<file path="src/rtl/mod2011_pkg.sv">
// Shared constants and FSM encoding for the mod-2011 residue accumulation path.
// Also imported by the wrappers around the upstream 6-input LUT stage.
package mod2011_pkg;

    localparam int MOD    = 2011;
    localparam int W      = 11;
    localparam int NTERMS = 84;
    localparam int CNT_W  = 7;

    typedef enum logic [1:0] {
        IDLE = 2'd0,
        ACC  = 2'd1,
        HOLD = 2'd2
    } state_e;

endpackage

</file>
<file path="src/rtl/mod2011_addred.sv">
// Combinational reduce-and-add: folds a raw chunk residue into [0, MOD),
// then adds it to a base below MOD with a single compare-subtract.
module mod2011_addred #(
    parameter int MOD = mod2011_pkg::MOD,
    parameter int W   = mod2011_pkg::W
) (
    input  logic [W-1:0] a,
    input  logic [W-1:0] b,
    output logic [W-1:0] y,
    output logic         range_err
);

    localparam logic [W-1:0] MOD_W = MOD[W-1:0];

    logic [W-1:0] r;
    logic [W:0]   sum_w;

    assign range_err = (b >= MOD_W);
    assign r         = range_err ? (b - MOD_W) : b;
    assign sum_w     = {1'b0, a} + {1'b0, r};
    // The true result is below MOD, so W-bit wraparound arithmetic is exact.
    assign y         = (sum_w >= {1'b0, MOD_W}) ? (a + r - MOD_W) : (a + r);

endmodule

</file>
<file path="src/rtl/mod2011_acc.sv">
// Streaming accumulator: sums per-chunk residues of one operand mod MOD and
// holds the result, term count and error flag until the consumer takes it.
module mod2011_acc #(
    parameter int MOD    = mod2011_pkg::MOD,
    parameter int W      = mod2011_pkg::W,
    parameter int NTERMS = mod2011_pkg::NTERMS
) (
    input  logic         clk,
    input  logic         rst_n,
    input  logic         in_valid,
    output logic         in_ready,
    input  logic [W-1:0] in_residue,
    input  logic         in_first,
    input  logic         in_last,
    output logic         out_valid,
    input  logic         out_ready,
    output logic [W-1:0] out_residue,
    output logic [6:0]   out_count,
    output logic         out_err
);

    import mod2011_pkg::*;

    localparam logic [6:0] CNT_MAX  = 7'd127;
    localparam logic [6:0] NTERMS_C = NTERMS[6:0];

    state_e       state_q, state_d;
    logic [W-1:0] acc_q, acc_d;
    logic [6:0]   cnt_q, cnt_d;
    logic         err_q, err_d;
    logic         live_q, live_d;

    logic         beat;
    logic         first;
    logic [W-1:0] base;
    logic [W-1:0] sum;
    logic         range_err;
    logic [6:0]   cnt_next;

    // live_q keeps in_ready low while reset is held, independent of state.
    assign in_ready = live_q && (state_q != HOLD);
    assign beat     = in_valid && in_ready;
    assign first    = in_first || (state_q == IDLE);
    assign base     = first ? '0 : acc_q;
    assign cnt_next = first ? 7'd1 : ((cnt_q == CNT_MAX) ? CNT_MAX : cnt_q + 7'd1);

    mod2011_addred #(
        .MOD(MOD),
        .W  (W)
    ) u_addred (
        .a        (base),
        .b        (in_residue),
        .y        (sum),
        .range_err(range_err)
    );

    always_comb begin
        // NOTE: every target gets its default first so no path infers a latch.
        state_d = state_q;
        acc_d   = acc_q;
        cnt_d   = cnt_q;
        err_d   = err_q;
        live_d  = 1'b1;
        unique case (state_q)
            IDLE, ACC: begin
                if (beat) begin
                    acc_d   = sum;
                    cnt_d   = cnt_next;
                    err_d   = (!first && err_q) || range_err || (cnt_next > NTERMS_C);
                    state_d = in_last ? HOLD : ACC;
                end
            end
            HOLD: begin
                if (out_ready) begin
                    state_d = IDLE;
                end
            end
            default: state_d = IDLE;
        endcase
    end

    // NOTE: sequential state uses non-blocking assignments only.
    always_ff @(posedge clk or negedge rst_n) begin
        if (!rst_n) begin
            state_q <= IDLE;
            acc_q   <= '0;
            cnt_q   <= '0;
            err_q   <= 1'b0;
            live_q  <= 1'b0;
        end else begin
            state_q <= state_d;
            acc_q   <= acc_d;
            cnt_q   <= cnt_d;
            err_q   <= err_d;
            live_q  <= live_d;
        end
    end

    // Results are read straight from the accumulator, which is frozen in HOLD.
    assign out_valid   = (state_q == HOLD);
    assign out_residue = acc_q;
    assign out_count   = cnt_q;
    assign out_err     = err_q;

endmodule

</file>
<file path="config.mk">
export PLATFORM = sky130hd
export DESIGN_NAME = mod2011_acc
export DESIGN_NICKNAME = d
export VERILOG_FILES = /design/src/rtl/mod2011_pkg.sv /design/src/rtl/mod2011_addred.sv /design/src/rtl/mod2011_acc.sv
export SDC_FILE = /design/constraint.sdc
export NUM_CORES = 1
export LEC_CHECK = 0
export ABC_CLOCK_PERIOD_IN_PS = 5040
export CAP_MARGIN = 40
export CORE_ASPECT_RATIO = 0.75
export CORE_UTILIZATION = 26
export CTS_BUF_LIST = sky130_fd_sc_hd__clkbuf_8
export DETAILED_ROUTE_END_ITERATION = 16
export GPL_TIMING_DRIVEN = 0
export MAX_ROUTING_LAYER = met4
export PLACE_DENSITY_LB_ADDON = 0.08
export SKIP_LAST_GASP = 1
export SYNTH_ARGS = -nofsm -noshare
export SYNTH_HDL_FRONTEND = slang
export SYNTH_SLANG_ARGS = --single-unit
</file>
<file path="constraint.sdc">
create_clock -name clk -period 5.04 [get_ports clk]
set_input_delay 1.008 -clock clk [delete_from_list [all_inputs] [get_ports clk]]
set_output_delay 1.008 -clock clk [all_outputs]
set_load 0.02 [all_outputs]
</file>
==> results.txt <==
- Counting distinct cell types in the post-synthesis netlist gives 59.
* Leak: 1.24 nW
- Pins over their slew limit: 0
- Worst slew margin relative to its limit: 0.631
- Per-cell routed wire length: 14.1 um
* Highest fanout seen on the critical path: 7
* Boundary Pins: 38
* Number of flops mapped to enable cells by yosys: 0
* Antenna violations before repair: 0
- Dominant cells by area after synthesis: sky130_fd_sc_hd__dfrtp_1 26%, sky130_fd_sc_hd__ha_1 8.2%, sky130_fd_sc_hd__nand2_1 5.1%
- Ratio of cells with drive above 1 in the final layout: 0.112
- Each instance of the synthesized netlist takes up on average 8.01 sq um.
* Kind of end point of the critical path: flip-flop
- Vertical extent of the die: between 80 and 90 um
- Total of flip-flops plus latches after synthesis: 22
* CTS Buf Count: 3
- Setup repair after global routing left no endpoint under its margin.
* Row count: 28
- Total core area: 7950 sq um
- Initial core utilization: 0.270
- Synthesis handed over a netlist of 268 instances.
- Power per unit of standard cell area: 331 nW/um^2
- The tool flagged a number of max-cap violations equal to 0.
- For this run, design rule violations remaining after detail routing come to 0.
- Post-Route WL: 6.02 mm
- After legalization and detailed placement, the total HPWL measured 4.78 mm.
* Worst-path clk slew: ~0.080 ns
* Element type at the critical path start: primary input
- During placement, the flow inserted port buffers numbering 37.
- Among all flip-flop cells after synthesis, the most frequent one is sky130_fd_sc_hd__dfrtp_1.
* Sinks on Clock Net: 22
* Buffer levels on the longest clock path: 2
* Area growth from synthesis to final layout: 33.7%
* Number of diodes added for antenna fixing: 0
- Across every metal layer, demand over resource in global routing totals 0.142.
- Commonest cells post-synth: 29 x sky130_fd_sc_hd__nand2_1, 25 x sky130_fd_sc_hd__nor2_1, 22 x sky130_fd_sc_hd__dfrtp_1
- Final critical delay including setup and external delays: 4.74 ns
- Width of the die: about 110 um
- The synthesized design spends more area on one cell type than any other, namely sky130_fd_sc_hd__dfrtp_1.
- In this run the worst hold path is classified as reg -> reg.
* Filler cells: approximately 840
- Path type of the worst setup path: in -> reg
- The number of endpoints with negative hold slack in the final report is 0.
* Maximum number of pins on one net before global-route repair: 14
* Ratio of routed vias to standard cells: between 4 and 5
* Root Driver: sky130_fd_sc_hd__clkbuf_8
* Peak VDD IR: approximately 0.00017 V
- Setup total negative slack on the finished layout was measured at 0 ns.
- Fin crit share: 0.940
* Final weighted congestion in routability-driven placement: 0.778
- Synth Net Count: 300
- Slew @ Worst Pin: between 0.5 and 0.6 ns
- Before antenna repair, the detailed router went through 6 iterations.
- Of the post-synthesis cell area, the dominant cell type holds 0.256.
- During synthesis, Yosys emitted a total of 0 warnings.
- After the last flow step, the layout net total stands at 354.
- Setup violations remaining at the end of the flow were counted as 0.
- sky130_fd_sc_hd__nand2_1 is the most common cell in the netlist.
- H-Tree Level Count: 1
- Worst-Skew Late Latency: approximately 0.27 ns
- STA puts the critical path data arrival time at roughly 5 ns.
- Endpoint required time on the critical path: 5.18 ns
- In this run the remaining antenna-violating nets after routing total 0.
- The run finished with clean final reports.
- Final Core Density: 0.361
- The count of cells in the finished layout, fillers not included, comes to 426.
- The first global-routing pass estimated 9.18 mm of wire.
- The sequential cells in the finished layout cover a total of 551 sq um.
- Clock tree from TritonCTS: done
- Counting flops with an async set or reset pin after synthesis yields a share of 1.00.
- The via count of the first global-routing pass is 1786.
* Vias after detailed routing: 2107
- For the final database, setup skew stands at 0.00521 ns.
* DP Cell Count: 411
- Combined area of the multi-input logic cells: between 1500 and 2000 sq um
* Portion of the post-synthesis area used by sequential elements: 0.256
- The mapped netlist covers 2150 sq um.
- The die covers 8630 sq um.
- Highest clock frequency the design can meet: 0.211 GHz
* Leftover overflow at the end of global routing: 0
- For this block, the initial DRC count from the detailed router was between 100 and 150.
* Hold WS: ~0.51 ns
[cells by family after synthesis]
logic type                 share of synthesized area
and+or+nand+nor                                0.286
AOI/OAI and AO/OA                              0.273
DFF                                            0.256
adders and majority gates                     0.0909
xor gates and xnor gates                      0.0571
buffers and inverters                         0.0210
muxes                                         0.0146
other                                        0.00175
[critical path, stage by stage]
cell and delay [ns]:
sky130_fd_sc_hd__clkdlybuf4s50_1 0.48, sky130_fd_sc_hd__nand2b_1 0.20, sky130_fd_sc_hd__a21oi_1 0.15, sky130_fd_sc_hd__nor2_1 0.08, sky130_fd_sc_hd__nor2_4 0.17, sky130_fd_sc_hd__mux2_4 0.33, sky130_fd_sc_hd__ha_1 0.31, sky130_fd_sc_hd__a211oi_4 0.44
sky130_fd_sc_hd__o211ai_1 0.18, sky130_fd_sc_hd__a211oi_2 0.32, sky130_fd_sc_hd__o2111ai_4 0.20, sky130_fd_sc_hd__o41ai_4 0.44, sky130_fd_sc_hd__buf_6 0.18, sky130_fd_sc_hd__nand4b_1 0.13, sky130_fd_sc_hd__xnor2_1 0.19, sky130_fd_sc_hd__o21ai_1 0.08
[stage by stage]
step | setup slack, ns | total power, W | instance area, sq um
floorplan | 0.580 | 0.000596 | 2150
global placement | -0.747 | 0.000774 | 2650
detailed placement | -0.773 | 0.000776 | 2660
CTS | 0.0725 | 0.000926 | 2760
global route | 0.0154 | 0.00102 | 2870
finish | 0.303 | 0.000950 | 2870
[placed cells by master (no fill, tap or decap), types with 2 or more instances in the layout]
| cell | Yosys | layout |
|---|---|---|
| sky130_fd_sc_hd__a211o_1 | 2 | 2 |
| sky130_fd_sc_hd__a21o_1 | 5 | 5 |
| sky130_fd_sc_hd__a21oi_1 | 21 | 21 |
| sky130_fd_sc_hd__a31oi_1 | 4 | 4 |
| sky130_fd_sc_hd__and2_1 | 16 | 16 |
| sky130_fd_sc_hd__and3_1 | 8 | 8 |
| sky130_fd_sc_hd__and4_1 | 2 | 2 |
| sky130_fd_sc_hd__buf_4 | 0 | 9 |
| sky130_fd_sc_hd__clkbuf_1 | 7 | 6 |
| sky130_fd_sc_hd__clkbuf_8 | 0 | 4 |
| sky130_fd_sc_hd__clkdlybuf4s50_1 | 0 | 35 |
| sky130_fd_sc_hd__dfrtp_1 | 22 | 22 |
| sky130_fd_sc_hd__dlymetal6s2s_1 | 0 | 2 |
| sky130_fd_sc_hd__ha_1 | 14 | 13 |
| sky130_fd_sc_hd__inv_1 | 5 | 5 |
| sky130_fd_sc_hd__mux2i_1 | 2 | 2 |
| sky130_fd_sc_hd__nand2_1 | 29 | 29 |
| sky130_fd_sc_hd__nand2b_1 | 6 | 6 |
| sky130_fd_sc_hd__nand3_1 | 9 | 8 |
| sky130_fd_sc_hd__nand3b_1 | 2 | 2 |
| sky130_fd_sc_hd__nor2_1 | 25 | 23 |
| sky130_fd_sc_hd__nor2b_1 | 5 | 5 |
| sky130_fd_sc_hd__nor3_1 | 4 | 4 |
| sky130_fd_sc_hd__o211a_1 | 2 | 2 |
| sky130_fd_sc_hd__o211ai_1 | 2 | 2 |
| sky130_fd_sc_hd__o21ai_0 | 15 | 13 |
| sky130_fd_sc_hd__o21ai_1 | 10 | 11 |
| sky130_fd_sc_hd__or2_2 | 2 | 2 |
| sky130_fd_sc_hd__xnor2_1 | 7 | 7 |
| sky130_fd_sc_hd__xor2_1 | 7 | 7 |
[final timing paths]
check,start,endpoint,slack (ns),cells after the start
worst max-delay path,in_residue[2],out_residue[9],0.30,16
worst min-delay path,state_q[1],state_q[0],0.51,1
worst max register to register,state_q[1],out_residue[9],1.13,14
worst min register to register,state_q[1],state_q[0],0.51,1
max in group asynchronous,rst_n,out_residue[3],3.47,2
min in group asynchronous,rst_n,live_q,1.09,1
[metal layers]
layer / GRT usage / routed length [um]
met4: 0.0205 / 30
met3: 0.0260 / 235
met2: 0.193 / 2410
met1: 0.217 / 3340
met5: - / 0
[timing repair]
item,in CTS,in global routing
setup buffers,3,7
hold buffers,0,0
gates resized for setup,4,15
setup endpoints to repair,10,10
pin swaps,2,12
cloned,0,1
[where the power goes]
part	internal, W	switching, W
Sequential	0.000218	0.0000409
Clock	0.0000698	0.0000613
Combinational	0.000258	0.000302
Total	0.000546	0.000404
[state kept, by name, indices dropped and copies added (netlist names)]
name,cells
live_q,1
out_residue,11
state_q,2
out_err,1
out_count,7
[final cells by class]
cell class / count / share of cell area
multi-input cells: 234 / 0.562
inverters: 5 / 0.00654
well taps: 105 / 0.0458
plain buffers: 7 / 0.00959
repair buffers: 49 / 0.165
flip-flops and latches: 22 / 0.192
clock buffers: 4 / 0.0192
No activity file was read; power rests on OpenSTA's default activity.
